<file path="src/rtl/uart_tx_fifo.sv">
// 8N1 UART transmitter that pops bytes from a synchronous FIFO (one-cycle read latency)
// and shifts them out LSB first, one bit every CLK_DIV clocks.
//
// state | meaning
// IDLE  | line high, waiting for tx_en with a non-empty FIFO
// FETCH | r_en high for this single cycle
// LOAD  | r_data valid, captured into the shift register at the closing edge
// START | start bit (txd low) for CLK_DIV clocks
// DATA  | DATA_WIDTH data bits, LSB first, CLK_DIV clocks each
// STOP  | stop bit (txd high), tx_done on its last cycle
module uart_tx_fifo #(
    parameter int DATA_WIDTH = 8,
    parameter int CLK_DIV    = 16,
    parameter int CNT_WIDTH  = 4
) (
    input  logic                  clk,
    input  logic                  rst_n,
    input  logic                  tx_en,
    input  logic                  is_empty,
    output logic                  r_en,
    input  logic [DATA_WIDTH-1:0] r_data,
    output logic                  txd,
    output logic                  busy,
    output logic                  tx_done
);

    localparam int BIT_WIDTH = (DATA_WIDTH > 1) ? $clog2(DATA_WIDTH) : 1;
    localparam logic [CNT_WIDTH-1:0] BAUD_LAST = CNT_WIDTH'(CLK_DIV - 1);
    localparam logic [CNT_WIDTH-1:0] BAUD_ONE  = CNT_WIDTH'(1);
    localparam logic [BIT_WIDTH-1:0] BIT_LAST  = BIT_WIDTH'(DATA_WIDTH - 1);
    localparam logic [BIT_WIDTH-1:0] BIT_ONE   = BIT_WIDTH'(1);

    typedef enum logic [2:0] {
        IDLE  = 3'd0,
        FETCH = 3'd1,
        LOAD  = 3'd2,
        START = 3'd3,
        DATA  = 3'd4,
        STOP  = 3'd5
    } state_t;

    state_t                state;
    state_t                state_next;
    logic [CNT_WIDTH-1:0]  baud_cnt;
    logic [CNT_WIDTH-1:0]  baud_cnt_next;
    logic [BIT_WIDTH-1:0]  bit_cnt;
    logic [BIT_WIDTH-1:0]  bit_cnt_next;
    logic [DATA_WIDTH-1:0] shift;
    logic [DATA_WIDTH-1:0] shift_next;
    logic                  txd_next;
    logic                  r_en_next;
    logic                  tx_done_next;
    logic                  baud_last;
    logic                  frame_req;

    assign baud_last = (baud_cnt == BAUD_LAST);
    assign frame_req = tx_en && !is_empty;
    assign busy      = (state != IDLE);

    always_ff @(posedge clk or negedge rst_n) begin
        if (!rst_n) begin
            state    <= IDLE;
            baud_cnt <= '0;
            bit_cnt  <= '0;
            shift    <= '0;
            txd      <= 1'b1;
            r_en     <= 1'b0;
            tx_done  <= 1'b0;
        end else begin
            state    <= state_next;
            baud_cnt <= baud_cnt_next;
            bit_cnt  <= bit_cnt_next;
            shift    <= shift_next;
            txd      <= txd_next;
            r_en     <= r_en_next;
            tx_done  <= tx_done_next;
        end
    end

    // Outputs are registered from the next-state values so they line up exactly
    // with the state they belong to, without a combinational path to the pins.
    always_comb begin
        state_next    = state;
        baud_cnt_next = baud_cnt;
        bit_cnt_next  = bit_cnt;
        shift_next    = shift;
        txd_next      = 1'b1;
        r_en_next     = 1'b0;
        tx_done_next  = 1'b0;

        case (state)
            IDLE: begin
                baud_cnt_next = '0;
                bit_cnt_next  = '0;
                if (frame_req) begin
                    state_next = FETCH;
                end
            end
            FETCH: begin
                state_next = LOAD;
            end
            LOAD: begin
                shift_next    = r_data;
                baud_cnt_next = '0;
                state_next    = START;
            end
            START: begin
                if (baud_last) begin
                    baud_cnt_next = '0;
                    bit_cnt_next  = '0;
                    state_next    = DATA;
                end else begin
                    baud_cnt_next = baud_cnt + BAUD_ONE;
                end
            end
            DATA: begin
                if (baud_last) begin
                    baud_cnt_next = '0;
                    shift_next    = shift >> 1;
                    if (bit_cnt == BIT_LAST) begin
                        state_next = STOP;
                    end else begin
                        bit_cnt_next = bit_cnt + BIT_ONE;
                    end
                end else begin
                    baud_cnt_next = baud_cnt + BAUD_ONE;
                end
            end
            STOP: begin
                if (baud_last) begin
                    baud_cnt_next = '0;
                    state_next    = frame_req ? FETCH : IDLE;
                end else begin
                    baud_cnt_next = baud_cnt + BAUD_ONE;
                end
            end
            default: begin
                state_next    = IDLE;
                baud_cnt_next = '0;
                bit_cnt_next  = '0;
            end
        endcase

        case (state_next)
            START:   txd_next = 1'b0;
            DATA:    txd_next = shift_next[0];
            default: txd_next = 1'b1;
        endcase

        r_en_next    = (state_next == FETCH);
        tx_done_next = (state_next == STOP) && (baud_cnt_next == BAUD_LAST);
    end

endmodule

</file>
<file path="config.mk">
export PLATFORM = sky130hd
export DESIGN_NAME = uart_tx_fifo
export DESIGN_NICKNAME = d
export VERILOG_FILES = /design/src/rtl/uart_tx_fifo.sv
export SDC_FILE = /design/constraint.sdc
export NUM_CORES = 1
export LEC_CHECK = 0
export BUFFER_PORTS_ARGS = -buffer_cell sky130_fd_sc_hd__buf_4
export CAP_MARGIN = 5
export CORE_MARGIN = 4
export CORE_UTILIZATION = 42
export CTS_CLUSTER_SIZE = 8
export DETAILED_ROUTE_END_ITERATION = 6
export PLACE_DENSITY_LB_ADDON = 0.2
export SLEW_MARGIN = 0
export SYNTH_ARGS = -nofsm -noshare
export SYNTH_HDL_FRONTEND = slang
export SYNTH_SLANG_ARGS = --single-unit
</file>
<file path="constraint.sdc">
create_clock -name clk -period 2.2 [get_ports clk]
set_input_delay 0.44 -clock clk [delete_from_list [all_inputs] [get_ports clk]]
set_output_delay 0.44 -clock clk [all_outputs]
set_load 0.005 [all_outputs]
</file>
==> results of run 1 <==
[flip-flops by register name, summed over array words and instances (netlist names)]
| signal | count |
|---|---|
| state | 3 |
| r_en | 1 |
| shift | 8 |
| bit_cnt | 3 |
| baud_cnt | 4 |
| tx_done | 1 |
| txd | 1 |
[area by class of cell]
cell class | count | share of cell area [%]
Multi-Input combinational cell | 85 | 44.0
Sequential cell | 21 | 40.8
Timing Repair Buffer | 16 | 9.51
Tap cell | 30 | 2.91
Clock buffer | 3 | 1.75
Inverter | 2 | 0.582
Clock inverter | 1 | 0.388
[worst max-delay path, cell delays in order, from the launching register on]
cell and delay [ns]:
sky130_fd_sc_hd__dfrtp_1 0.60, sky130_fd_sc_hd__or3_1 0.45, sky130_fd_sc_hd__buf_4 0.14
[power by group through the flow]
stage                     combinational (mW)  sequential [mW]  clock [mW]
final                                 0.0341            0.398       0.193
after global routing                  0.0389            0.399       0.213
after CTS                             0.0355            0.398       0.201
after detailed placement              0.0340            0.405           0
after global placement                0.0332            0.405           0
after floorplan                      0.00836            0.404           0
[placed cells by master, fill, tap and decap left out, types with 3 or more instances in the layout]
cell	netlist	layout
sky130_fd_sc_hd__nand3_1	4	4
sky130_fd_sc_hd__buf_4	1	15
sky130_fd_sc_hd__o21ai_1	4	4
sky130_fd_sc_hd__dfrtp_1	20	20
sky130_fd_sc_hd__clkbuf_4	0	3
sky130_fd_sc_hd__nand2_1	18	18
sky130_fd_sc_hd__a21oi_1	4	4
sky130_fd_sc_hd__nor2_1	3	3
sky130_fd_sc_hd__a22oi_1	7	7
sky130_fd_sc_hd__ha_1	3	3
sky130_fd_sc_hd__and3_1	3	3
sky130_fd_sc_hd__nand2b_1	7	7
[layer usage]
| metal | track usage (%) | vias up |
|---|---|---|
| met3 | 3.89 | 4 |
| met5 | 0 | - |
| met4 | 5.38 | 0 |
| met1 | 19.2 | 406 |
| li1 | - | 442 |
| met2 | 22.4 | 19 |
[cells by family after synthesis]
family | count (synthesis)
buffers and inverters | 8
xor gates and xnor gates | 1
adders and majority gates | 3
DFF | 21
muxes | 3
and+or+nand+nor | 49
AOI/OAI and AO/OA | 29
[cells in the mapped netlist]
| library cell | n | area (sq um) |
|---|---|---|
| sky130_fd_sc_hd__and3_1 | 3 | 18.8 |
| sky130_fd_sc_hd__nor4_1 | 1 | 6.26 |
| sky130_fd_sc_hd__a221o_1 | 1 | 10.0 |
| sky130_fd_sc_hd__nand4_1 | 2 | 12.5 |
| sky130_fd_sc_hd__or2b_1 | 1 | 7.51 |
| sky130_fd_sc_hd__buf_4 | 1 | 7.51 |
| sky130_fd_sc_hd__nor3b_4 | 1 | 18.8 |
| sky130_fd_sc_hd__a21oi_1 | 4 | 20.0 |
| sky130_fd_sc_hd__nand2b_1 | 7 | 43.8 |
| sky130_fd_sc_hd__nor3b_1 | 1 | 7.51 |
| sky130_fd_sc_hd__xor2_1 | 1 | 8.76 |
| sky130_fd_sc_hd__buf_6 | 1 | 11.3 |
| sky130_fd_sc_hd__a21oi_2 | 1 | 8.76 |
| sky130_fd_sc_hd__nand3_1 | 4 | 20.0 |
| sky130_fd_sc_hd__o21ai_1 | 4 | 20.0 |
| sky130_fd_sc_hd__nor2_1 | 3 | 11.3 |
| sky130_fd_sc_hd__o311ai_1 | 1 | 8.76 |
| sky130_fd_sc_hd__nor3_2 | 1 | 10.0 |
| sky130_fd_sc_hd__nor3b_2 | 2 | 25.0 |
| sky130_fd_sc_hd__a21o_1 | 2 | 15.0 |
| sky130_fd_sc_hd__inv_1 | 2 | 7.51 |
| sky130_fd_sc_hd__mux2_2 | 1 | 11.3 |
| sky130_fd_sc_hd__nor3_1 | 1 | 5.00 |
| sky130_fd_sc_hd__o21bai_1 | 1 | 7.51 |
| sky130_fd_sc_hd__o22a_1 | 1 | 8.76 |
| sky130_fd_sc_hd__a221oi_2 | 1 | 15.0 |
| sky130_fd_sc_hd__buf_2 | 1 | 5.00 |
| sky130_fd_sc_hd__dfrtp_1 | 20 | 500 |
| sky130_fd_sc_hd__a22oi_1 | 7 | 52.6 |
| sky130_fd_sc_hd__mux2i_1 | 2 | 20.0 |
| sky130_fd_sc_hd__o21ai_0 | 2 | 10.0 |
| sky130_fd_sc_hd__clkbuf_1 | 3 | 11.3 |
| sky130_fd_sc_hd__o22ai_1 | 1 | 6.26 |
| sky130_fd_sc_hd__a311o_1 | 1 | 10.0 |
| sky130_fd_sc_hd__dfstp_2 | 1 | 26.3 |
| sky130_fd_sc_hd__and2_1 | 1 | 6.26 |
| sky130_fd_sc_hd__nand2_1 | 18 | 67.6 |
| sky130_fd_sc_hd__or3_1 | 2 | 12.5 |
| sky130_fd_sc_hd__nand3b_1 | 1 | 7.51 |
| sky130_fd_sc_hd__ha_1 | 3 | 37.5 |
| sky130_fd_sc_hd__a22o_1 | 2 | 17.5 |
[worst paths after layout]
check                                 start        to  cells past startpoint
worst min register to register     shift[6]  shift[6]                      2
min in group asynchronous             rst_n  shift[3]                      2
max in group asynchronous             rst_n       txd                      2
worst max-delay path               state[0]      busy                      2
worst min-delay path              r_data[7]  shift[7]                      3
worst max register to register  baud_cnt[0]   tx_done                      5
[through the flow]
stage	instance area (sq um)	utilization, %	hold slack, ns	cells	worst slack [ns]
global route	1290	51.1	0.350	158	0.161
floorplan	1140	-	0.144	114	0.583
detailed placement	1250	49.7	0.341	153	0.382
global placement	1250	49.7	0.339	153	0.437
CTS	1290	51.1	0.330	158	0.253
finish	1290	51.1	0.340	158	0.260
[timing repair]
| item | CTS | global route |
|---|---|---|
| resized for setup | 0 | 0 |
| hold endpoints to repair | 20 | 0 |
| buffers inserted | 0 | 0 |
| hold buffers | 1 | 0 |
==> impl_results.rst, run 1 <==
.. list-table::
   :header-rows: 1

   * - Metric
     - Value
   * - DRC violation count after routing
     - 0
   * - Max Root-Sink Buffers
     - 2
   * - Routed wire per std cell
     - 14.2 um
   * - Row cnt
     - 18
   * - Post-Syn Instances
     - ~110
   * - Critical path startpoint category
     - flip-flop
   * - Post-Synthesis Net Count
     - 129
   * - Number of buffers added by the clock tree synthesis step
     - 3
   * - Reg clk slew, reported paths
     - 0.12 ns
   * - Crit Path Category
     - flip-flop to output port
   * - Cell variety after synth
     - 41
   * - Accumulated negative setup slack
     - 0 ns
   * - Maximum vdd drop
     - 365 uV
   * - Diodes inserted
     - 0
   * - Die X
     - 60.0 um
   * - Number of top-level pins
     - 16
   * - Pin count of the biggest net entering global routing
     - 22
   * - Overflow left after global routing
     - 0
   * - Final number of max-transition violations
     - 0
   * - Antenna violations before repair
     - 0
   * - Routed length on met2
     - 1.00 mm
   * - Power density cells
     - 485 nW/um^2
   * - Mean cell area of the mapped netlist
     - ~10 sq um
   * - Total Die Area
     - about 3600 sq um
   * - Proportion of power drawn by flip-flops and latches
     - between 60 and 70%
   * - Area of the multi-input gates
     - 568 sq um
   * - Drt initial violations
     - 52
   * - Combinational fraction of design power
     - 5.5%
   * - Endpoints failing setup
     - 0
   * - Measured slew at the worst slew-check pin
     - 0.538 ns
   * - Vias per std cell
     - 5.51
   * - Setup repair after global routing missed its margin
     - false
   * - Max H-tree Level
     - 1
   * - GP Congestion
     - roughly 0.80
   * - Setup slack of the most critical reg-to-reg path
     - 0.29 ns
   * - Setup skew after layout
     - 0.00187 ns
   * - Clock share of power
     - 30.9%
   * - CTS tree
     - yes
   * - Period Utilization, post-route
     - slightly below 90%
   * - Total Power
     - 0.625 mW
   * - Insertion delay to the later sink of the worst-skew pair
     - 0.31 ns
   * - Total wirelength of the detailed-routed design
     - 2.24 mm
   * - Maxcap violations
     - 0
   * - Part of the Yosys area used for sequential elements
     - a little under half
   * - Final number of hold-violating endpoints
     - 0
   * - Net count reported at finish
     - ~140
   * - Flip-flop and latch area
     - approximately 530 sq um
   * - Clock period minus final worst setup slack
     - roughly 1.9 ns
   * - Post-synthesis simple-gate area fraction
     - 24.6%
   * - Switching part of the total
     - 23.0%
   * - Data arrival time of the critical path
     - approximately 1.5 ns
   * - Fraction of layout instances using a drive strength above 1
     - a little over a fifth
   * - Status
     - finished clean
   * - Number of buffers inserted by port buffering
     - 15
   * - Data required time at the worst endpoint
     - 1.76 ns
   * - Length of routed wiring on met1
     - 1.12 mm
   * - Number of global-route vias before repair
     - 844
   * - Sum of net half-perimeters after detailed placement
     - 1.60 mm
   * - Number of register bits inferred by synthesis
     - 21
   * - Post-synthesis instance area
     - ~1100 sq um
   * - Cell leakage power
     - around 0.57 nW
   * - Vias
     - 871
   * - Yosys warns
     - 0
   * - Starting density of the core
     - 45.1%
   * - Total internal power
     - about 0.48 mW
   * - Placeable core area
     - 2520 sq um
   * - Rel. slew slack
     - 64.1%
   * - Post-synthesis share of cell area spent on full adders, half adders and majority gates
     - ~3.3%
   * - Endpoint class of the critical path
     - output port
   * - Dominant combinational cell family by area after synthesis
     - simple AND/OR/NAND/NOR gates
   * - Proportion of synthesized area in mux cells
     - 2.75%
   * - Share of the synthesized area in compound gates (AO/OA/AOI/OAI)
     - 18.5%
   * - Parity-gate share of the synthesized area counting xor and xnor cells
     - 0.770%
   * - DR WL met3
     - 89 um
   * - Achievable Freq
     - approximately 0.52 GHz
   * - Top layer reached by signal wires
     - met4
   * - Area Growth Syn to Fin
     - 13.4%
   * - Number of nets still failing antenna checks after routing
     - 0
   * - Floorplan die height
     - 60.0 um
   * - Clock root buffer
     - sky130_fd_sc_hd__clkbuf_4
   * - Number of iterations in the first detailed-routing pass
     - 4
   * - Wire length of the first global-routing pass
     - around 4 mm
   * - Peak fanout along the critical path
     - 17
   * - Number of sinks driven by the clock tree
     - 21
   * - Net switching power figure
     - 0.144 mW
   * - Worst hold path type
     - primary input to flip-flop
   * - Filler cell count
     - 241
   * - Total track usage
     - 14.5%
Power figures use the tool's default switching activity.
==> inputs of run 2 (changes only) <==
--- a/config.mk
+++ b/config.mk
@@ -9,10 +9,11 @@
 export CAP_MARGIN = 5
 export CORE_MARGIN = 4
 export CORE_UTILIZATION = 42
+export CTS_BUF_LIST = sky130_fd_sc_hd__clkbuf_16
 export CTS_CLUSTER_SIZE = 8
 export DETAILED_ROUTE_END_ITERATION = 6
 export PLACE_DENSITY_LB_ADDON = 0.2
-export SLEW_MARGIN = 0
+export SLEW_MARGIN = 40
 export SYNTH_ARGS = -nofsm -noshare
 export SYNTH_HDL_FRONTEND = slang
 export SYNTH_SLANG_ARGS = --single-unit
==> impl_results.rst, run 2 (synthesized netlist as in run 1, its figures left out) <==
.. list-table::
   :header-rows: 1

   * - Metric
     - Value
   * - Critical path startpoint category
     - flip-flop
   * - Endpoint class of the critical path
     - flip-flop
   * - Setup slack of the most critical reg-to-reg path
     - 0.31 ns (+0.02 ns)
   * - Count of buffer and inverter cells on the critical path
     - 0 (-1)
   * - Area Growth Syn to Fin
     - 17.2%
   * - Area of the multi-input gates
     - 568 sq um (unchanged)
   * - Vias per std cell
     - 5.54 (+0.41%)
   * - Post-layout util
     - 52.8% (+1.7 points)
   * - CTS hold repair buffers
     - 0 (-1)
   * - Floorplan die height
     - 60.0 um (unchanged)
   * - Rel. slew slack
     - 64.3% (+0.20 points)
   * - Clock period minus final worst setup slack
     - 1.89 ns (-0.0516 ns)
   * - Placeable core area
     - 2520 sq um (unchanged)
   * - Accumulated negative setup slack
     - 0 ns (unchanged)
   * - Die X
     - 60.0 um (unchanged)
   * - Net switching power figure
     - 0.159 mW (+11%)
   * - Top Registers
     - shift: 8 flops, baud_cnt: 4 flops
   * - Final number of max-transition violations
     - 0 (unchanged)
   * - Achievable Freq
     - 0.530 GHz (+2.7%)
   * - Number of global-route vias before repair
     - 833 (-1.3%)
   * - Overflow left after global routing
     - 0 (unchanged)
   * - Status
     - finished clean
   * - Maxcap violations
     - 0 (unchanged)
   * - Reg clk slew, reported paths
     - 0.06 ns (-0.06 ns)
   * - Antenna violations before repair
     - 0 (unchanged)
   * - Most frequent cells in the layout
     - sky130_fd_sc_hd__dfrtp_1 (20), sky130_fd_sc_hd__nand2_1 (18), sky130_fd_sc_hd__buf_4 (15)
   * - Total track usage
     - 14.5% (+0.045 points)
   * - Period Utilization, post-route
     - 85.8% (-2.3 points)
   * - Worst hold path type
     - primary input to asynchronous set/reset pin
   * - Setup repair after global routing missed its margin
     - false
   * - Pin count of the biggest net entering global routing
     - 22 (unchanged)
   * - Worst setup path endpoint
     - tx_done
   * - Total wirelength of the detailed-routed design
     - 2.22 mm (-0.67%)
   * - DRC violation count after routing
     - 0 (unchanged)
   * - Drt initial violations
     - 55 (+5.8%)
   * - Max Root-Sink Buffers
     - 2 (unchanged)
   * - Fraction of layout instances using a drive strength above 1
     - 21.3% (+0.17 points)
   * - Maximum vdd drop
     - 531 uV (+45%)
   * - Number of iterations in the first detailed-routing pass
     - 4 (unchanged)
   * - Critical Path Start
     - baud_cnt[0]
   * - Number of sinks driven by the clock tree
     - 21 (unchanged)
   * - Final number of hold-violating endpoints
     - 0 (unchanged)
   * - CP Cell Sequence
     - ha_1 > and3_1 > a21oi_1 > a311o_1 > a221oi_2
   * - Data required time at the worst endpoint
     - 2.37 ns (+0.61 ns)
   * - Setup skew after layout
     - 0.00211 ns (+0.000238 ns)
   * - Total Die Area
     - 3600 sq um (unchanged)
   * - Sum of net half-perimeters after detailed placement
     - 1.60 mm (unchanged)
   * - Crit Path Category
     - flip-flop to flip-flop
   * - Proportion of power drawn by flip-flops and latches
     - 48.8% (-15 points)
   * - CTS tree
     - yes
   * - Measured slew at the worst slew-check pin
     - 0.535 ns (-0.00297 ns)
   * - Stage delay of the slowest cell on the critical path
     - 0.45 ns (-0.15 ns)
   * - Total internal power
     - 0.657 mW (+36%)
   * - Insertion delay to the later sink of the worst-skew pair
     - 0.25 ns (-0.06 ns)
   * - Starting density of the core
     - 45.1% (unchanged)
   * - Number of top-level pins
     - 16 (unchanged)
   * - Buffer count from post-CTS setup fixing
     - 0 (unchanged)
   * - Vias
     - 869 (-0.23%)
   * - Number of buffers added by the clock tree synthesis step
     - 3 (unchanged)
   * - Largest register FFs
     - 8 (unchanged)
   * - Number of nets still failing antenna checks after routing
     - 0 (unchanged)
   * - Register containing the most flip-flops in the final layout
     - shift
   * - Endpoints failing setup
     - 0 (unchanged)
   * - Count of cell instances traversed by the critical path
     - 5 (+3)
   * - Wire length of the first global-routing pass
     - 3.88 mm (-0.54%)
   * - Diodes inserted
     - 0 (unchanged)
   * - Switching part of the total
     - 19.5% (-3.5 points)
   * - Max H-tree Level
     - 1 (unchanged)
   * - CTS-repair resized insts
     - 0 (unchanged)
   * - Combinational fraction of design power
     - 4.0% (-1.5 points)
   * - Peak fanout along the critical path
     - 9 (-8)
   * - Family with the most delay on the worst path
     - compound AO/OA/AOI/OAI gates
   * - Net count reported at finish
     - 143 (-0.69%)
   * - Data arrival time of the critical path
     - 2.05 ns (+0.55 ns)
   * - Flip-flop and latch area
     - 527 sq um (unchanged)
   * - Cell at the slowest stage of the critical path
     - sky130_fd_sc_hd__dfrtp_1
   * - Cell leakage power
     - 0.591 nW (+3.3%)
   * - Clock root buffer
     - sky130_fd_sc_hd__clkbuf_16
   * - Row cnt
     - 18 (unchanged)
   * - Reg-to-reg critical path endpoint
     - tx_done
   * - Power density cells
     - 612 nW/um^2 (+26%)
   * - Filler cell count
     - 236 (-2.1%)
   * - Clock share of power
     - 47.2% (+16 points)
   * - Number of buffers inserted by port buffering
     - 15 (unchanged)
   * - Reg2Reg Launch Point
     - baud_cnt[0]
   * - Cell count of the worst reg-to-reg path
     - 5 (unchanged)
   * - Most frequent standard cell in the layout excluding fill and tap cells
     - sky130_fd_sc_hd__dfrtp_1
   * - Routed wire per std cell
     - 14.1 um (about the same)
   * - GP Congestion
     - 0.798 (unchanged)
[run 2: how the worst min path moves through the flow]
stage | to | slack, ns
global route | shift[6] | 0.08
floorplan | baud_cnt[0] | 0.14
CTS | shift[3] | 0.07
finish | shift[3] | 0.06
global placement | shift[4] | 0.34
detailed placement | shift[3] | 0.34
[run 2: cell type report]
class                           instances  area share (%)
Clock buffer                            3            5.63
Timing Repair Buffer                   15            8.45
Clock inverter                          1           0.376
Multi-Input combinational cell         85            42.6
Tap cell                               30            2.82
Inverter                                2           0.563
Sequential cell                        21            39.5
[run 2: layer usage]
layer	routed length (um)	share of wire, %	vias up	global-route usage [%]
li1	-	-	437	-
met1	1120	50	406	19.4
met2	973	44	18	21.9
met3	92	4.1	8	4.54
met4	34	1.5	0	5.38
met5	0	0	-	0
[run 2: stage by stage]
stage / hold slack, ns / power [mW] / cell area [sq um] / cells / setup WS, ns
2_1_floorplan: 0.144 / 0.413 / 1140 / 114 / 0.583
3_3_place_gp: 0.339 / 0.438 / 1250 / 153 / 0.437
3_5_place_dp: 0.341 / 0.439 / 1250 / 153 / 0.382
4_1_cts: 0.0700 / 0.825 / 1330 / 157 / 0.324
5_1_grt: 0.0767 / 0.845 / 1330 / 157 / 0.203
6_report: 0.0582 / 0.816 / 1330 / 157 / 0.312
[run 2: power by group through the flow]
stage / sequential [mW] / combinational, mW / clock [mW]
after floorplan: 0.404 / 0.00836 / 0
after global placement: 0.405 / 0.0332 / 0
after detailed placement: 0.405 / 0.0340 / 0
after CTS: 0.398 / 0.0341 / 0.393
after global routing: 0.399 / 0.0374 / 0.409
final: 0.398 / 0.0327 / 0.385
==> inputs of run 3 (changes only) <==
--- a/config.mk
+++ b/config.mk
@@ -12,6 +12,7 @@
 export CTS_BUF_LIST = sky130_fd_sc_hd__clkbuf_16
 export CTS_CLUSTER_SIZE = 8
 export DETAILED_ROUTE_END_ITERATION = 6
+export MAX_ROUTING_LAYER = met4
 export PLACE_DENSITY_LB_ADDON = 0.2
 export SLEW_MARGIN = 40
 export SYNTH_ARGS = -nofsm -noshare
==> impl_results.rst, run 3 (synthesized netlist as in run 1, its figures left out) <==
.. list-table::
   :header-rows: 1

   * - Metric
     - Value
   * - Number of buffers added by the clock tree synthesis step
     - 3 (unchanged)
   * - Critical path startpoint category
     - flip-flop
   * - Number of placed instances with taps included
     - 153 (unchanged)
   * - Placeable core area
     - 2520 sq um (unchanged)
   * - Family with the most delay on the worst path
     - compound AO/OA/AOI/OAI gates
   * - Critical Path Start
     - baud_cnt[0]
   * - Drt initial violations
     - 58 (+5.5%)
   * - Largest register FFs
     - 8 (unchanged)
   * - Routed wire per std cell
     - 14.2 um (+0.41%)
   * - Measured slew at the worst slew-check pin
     - 0.537 ns (+0.00182 ns)
   * - Row cnt
     - 18 (unchanged)
   * - Reg clk slew, reported paths
     - 0.06 ns (about the same)
   * - Sum of net half-perimeters after detailed placement
     - 1.60 mm (unchanged)
   * - Endpoint class of the critical path
     - flip-flop
   * - Power density cells
     - 612 nW/um^2 (-0.11%)
   * - Reg-to-reg critical path endpoint
     - tx_done
   * - Overflow left after global routing
     - 0 (unchanged)
   * - Number of sinks driven by the clock tree
     - 21 (unchanged)
   * - Wire length of the first global-routing pass
     - 3.88 mm (+0.18%)
   * - Number of nets still failing antenna checks after routing
     - 0 (unchanged)
   * - Worst setup path endpoint
     - tx_done
   * - Count of cell instances traversed by the critical path
     - 5 (unchanged)
   * - Buffer count from post-CTS setup fixing
     - 0 (unchanged)
   * - Vias per std cell
     - 5.53 (-0.12%)
   * - Total Die Area
     - 3600 sq um (unchanged)
   * - Clock period minus final worst setup slack
     - 1.89 ns (+0.00665 ns)
   * - Status
     - finished clean
   * - Cell count of the worst reg-to-reg path
     - 5 (unchanged)
   * - Floorplan die height
     - 60.0 um (unchanged)
   * - Vias
     - 868 (-0.12%)
   * - CP Cell Sequence
     - ha_1 > and3_1 > a21oi_1 > a311o_1 > a221oi_2
   * - Maximum vdd drop
     - 530 uV (about the same)
   * - Final number of hold-violating endpoints
     - 0 (unchanged)
   * - Most frequent standard cell in the layout excluding fill and tap cells
     - sky130_fd_sc_hd__dfrtp_1
   * - Rel. slew slack
     - 64.2% (-0.12 points)
   * - Maxcap violations
     - 0 (unchanged)
   * - Fraction of layout instances using a drive strength above 1
     - 21.3% (unchanged)
   * - Cell at the slowest stage of the critical path
     - sky130_fd_sc_hd__dfrtp_1
   * - Period Utilization, post-route
     - 86.1% (+0.30 points)
   * - Final number of max-transition violations
     - 0 (unchanged)
   * - Register containing the most flip-flops in the final layout
     - shift
   * - Number of top-level pins
     - 16 (unchanged)
   * - Diodes inserted
     - 0 (unchanged)
   * - Insertion delay to the later sink of the worst-skew pair
     - 0.25 ns (about the same)
   * - Cell leakage power
     - 0.591 nW (unchanged)
   * - Total wirelength of the detailed-routed design
     - 2.23 mm (+0.41%)
   * - GP Congestion
     - 0.810 (+1.4%)
   * - Most frequent cells in the layout
     - sky130_fd_sc_hd__dfrtp_1 (20), sky130_fd_sc_hd__nand2_1 (18), sky130_fd_sc_hd__buf_4 (15)
   * - Number of global-route vias before repair
     - 840 (+0.84%)
   * - Achievable Freq
     - 0.528 GHz (-0.35%)
   * - Max Root-Sink Buffers
     - 2 (unchanged)
   * - CTS hold repair buffers
     - 0 (unchanged)
   * - Peak fanout along the critical path
     - 9 (unchanged)
   * - Worst hold path type
     - primary input to asynchronous set/reset pin
   * - CTS tree
     - yes
   * - Top Registers
     - shift: 8 flops, baud_cnt: 4 flops
   * - Total track usage
     - 15.0% (+0.47 points)
   * - Antenna violations before repair
     - 0 (unchanged)
   * - Endpoints failing setup
     - 0 (unchanged)
   * - Crit Path Category
     - flip-flop to flip-flop
   * - Count of buffer and inverter cells on the critical path
     - 0 (unchanged)
   * - CTS-repair resized insts
     - 0 (unchanged)
   * - Pin count of the biggest net entering global routing
     - 22 (unchanged)
   * - Area Growth Syn to Fin
     - 17.2% (unchanged)
   * - Clock root buffer
     - sky130_fd_sc_hd__clkbuf_16
   * - Number of iterations in the first detailed-routing pass
     - 4 (unchanged)
   * - Net count reported at finish
     - 143 (unchanged)
   * - Setup skew after layout
     - 0.00221 ns (+0.000100 ns)
   * - Reg2Reg Launch Point
     - baud_cnt[0]
   * - Setup slack of the most critical reg-to-reg path
     - 0.31 ns (about the same)
   * - Fin worst setup slack
     - 0.305 ns (-0.00665 ns)
   * - Die X
     - 60.0 um (unchanged)
   * - DRC violation count after routing
     - 0 (unchanged)
   * - Pre-CTS worst setup slack
     - 0.382 ns (unchanged)
   * - Accumulated negative setup slack
     - 0 ns (unchanged)
   * - Max H-tree Level
     - 1 (unchanged)
   * - Stage delay of the slowest cell on the critical path
     - 0.45 ns (about the same)
   * - Count of non-filler cells in the finished layout
     - 157 (unchanged)
   * - Starting density of the core
     - 45.1% (unchanged)
   * - Number of buffers inserted by port buffering
     - 15 (unchanged)
   * - Data required time at the worst endpoint
     - 2.36 ns (about the same)
   * - Setup repair after global routing missed its margin
     - false
   * - Data arrival time of the critical path
     - 2.06 ns (about the same)
[run 3: worst min-delay path by stage]
stage / slack [ns] / to / startpoint / cells after the start
6_report: 0.06 / shift[3] / rst_n / 1
4_1_cts: 0.07 / shift[3] / rst_n / 1
3_5_place_dp: 0.34 / shift[3] / rst_n / 1
5_1_grt: 0.08 / shift[6] / rst_n / 1
2_1_floorplan: 0.14 / baud_cnt[0] / rst_n / 0
3_3_place_gp: 0.34 / shift[4] / rst_n / 1
[run 3: layout make-up]
cell class / instances / area (sq um)
clock buffers: 3 / 75.1
clock inverters: 1 / 5.00
fillers: 236 / 1190
inverters: 2 / 7.51
multi-input cells: 85 / 568
flip-flops and latches: 21 / 527
well taps: 30 / 37.5
repair buffers: 15 / 113
[run 3: metal layers]
layer	global-route usage, %	vias to the layer above	wire, um
met4	5.38	0	17
met5	-	-	0
met3	4.54	2	95
met1	19.6	409	1100
li1	-	439	-
met2	21.8	18	1010
[run 3: power breakdown]
group / switching (mW) / leakage, nW / internal [mW]
sequential: 0.00374 / 0.246 / 0.394
clock: 0.140 / 0.0409 / 0.244
combinational: 0.0142 / 0.305 / 0.0186
total: 0.158 / 0.591 / 0.657
[run 3: metrics by stage]
stage               total power, mW  utilization [%]  cell area (sq um)  hold slack, ns
global route                  0.845             52.8               1330          0.0767
finish                        0.815             52.8               1330          0.0591
detailed placement            0.439             49.7               1250           0.341
CTS                           0.825             52.8               1330          0.0700
global placement              0.438             49.7               1250           0.339
floorplan                     0.413                -               1140           0.144
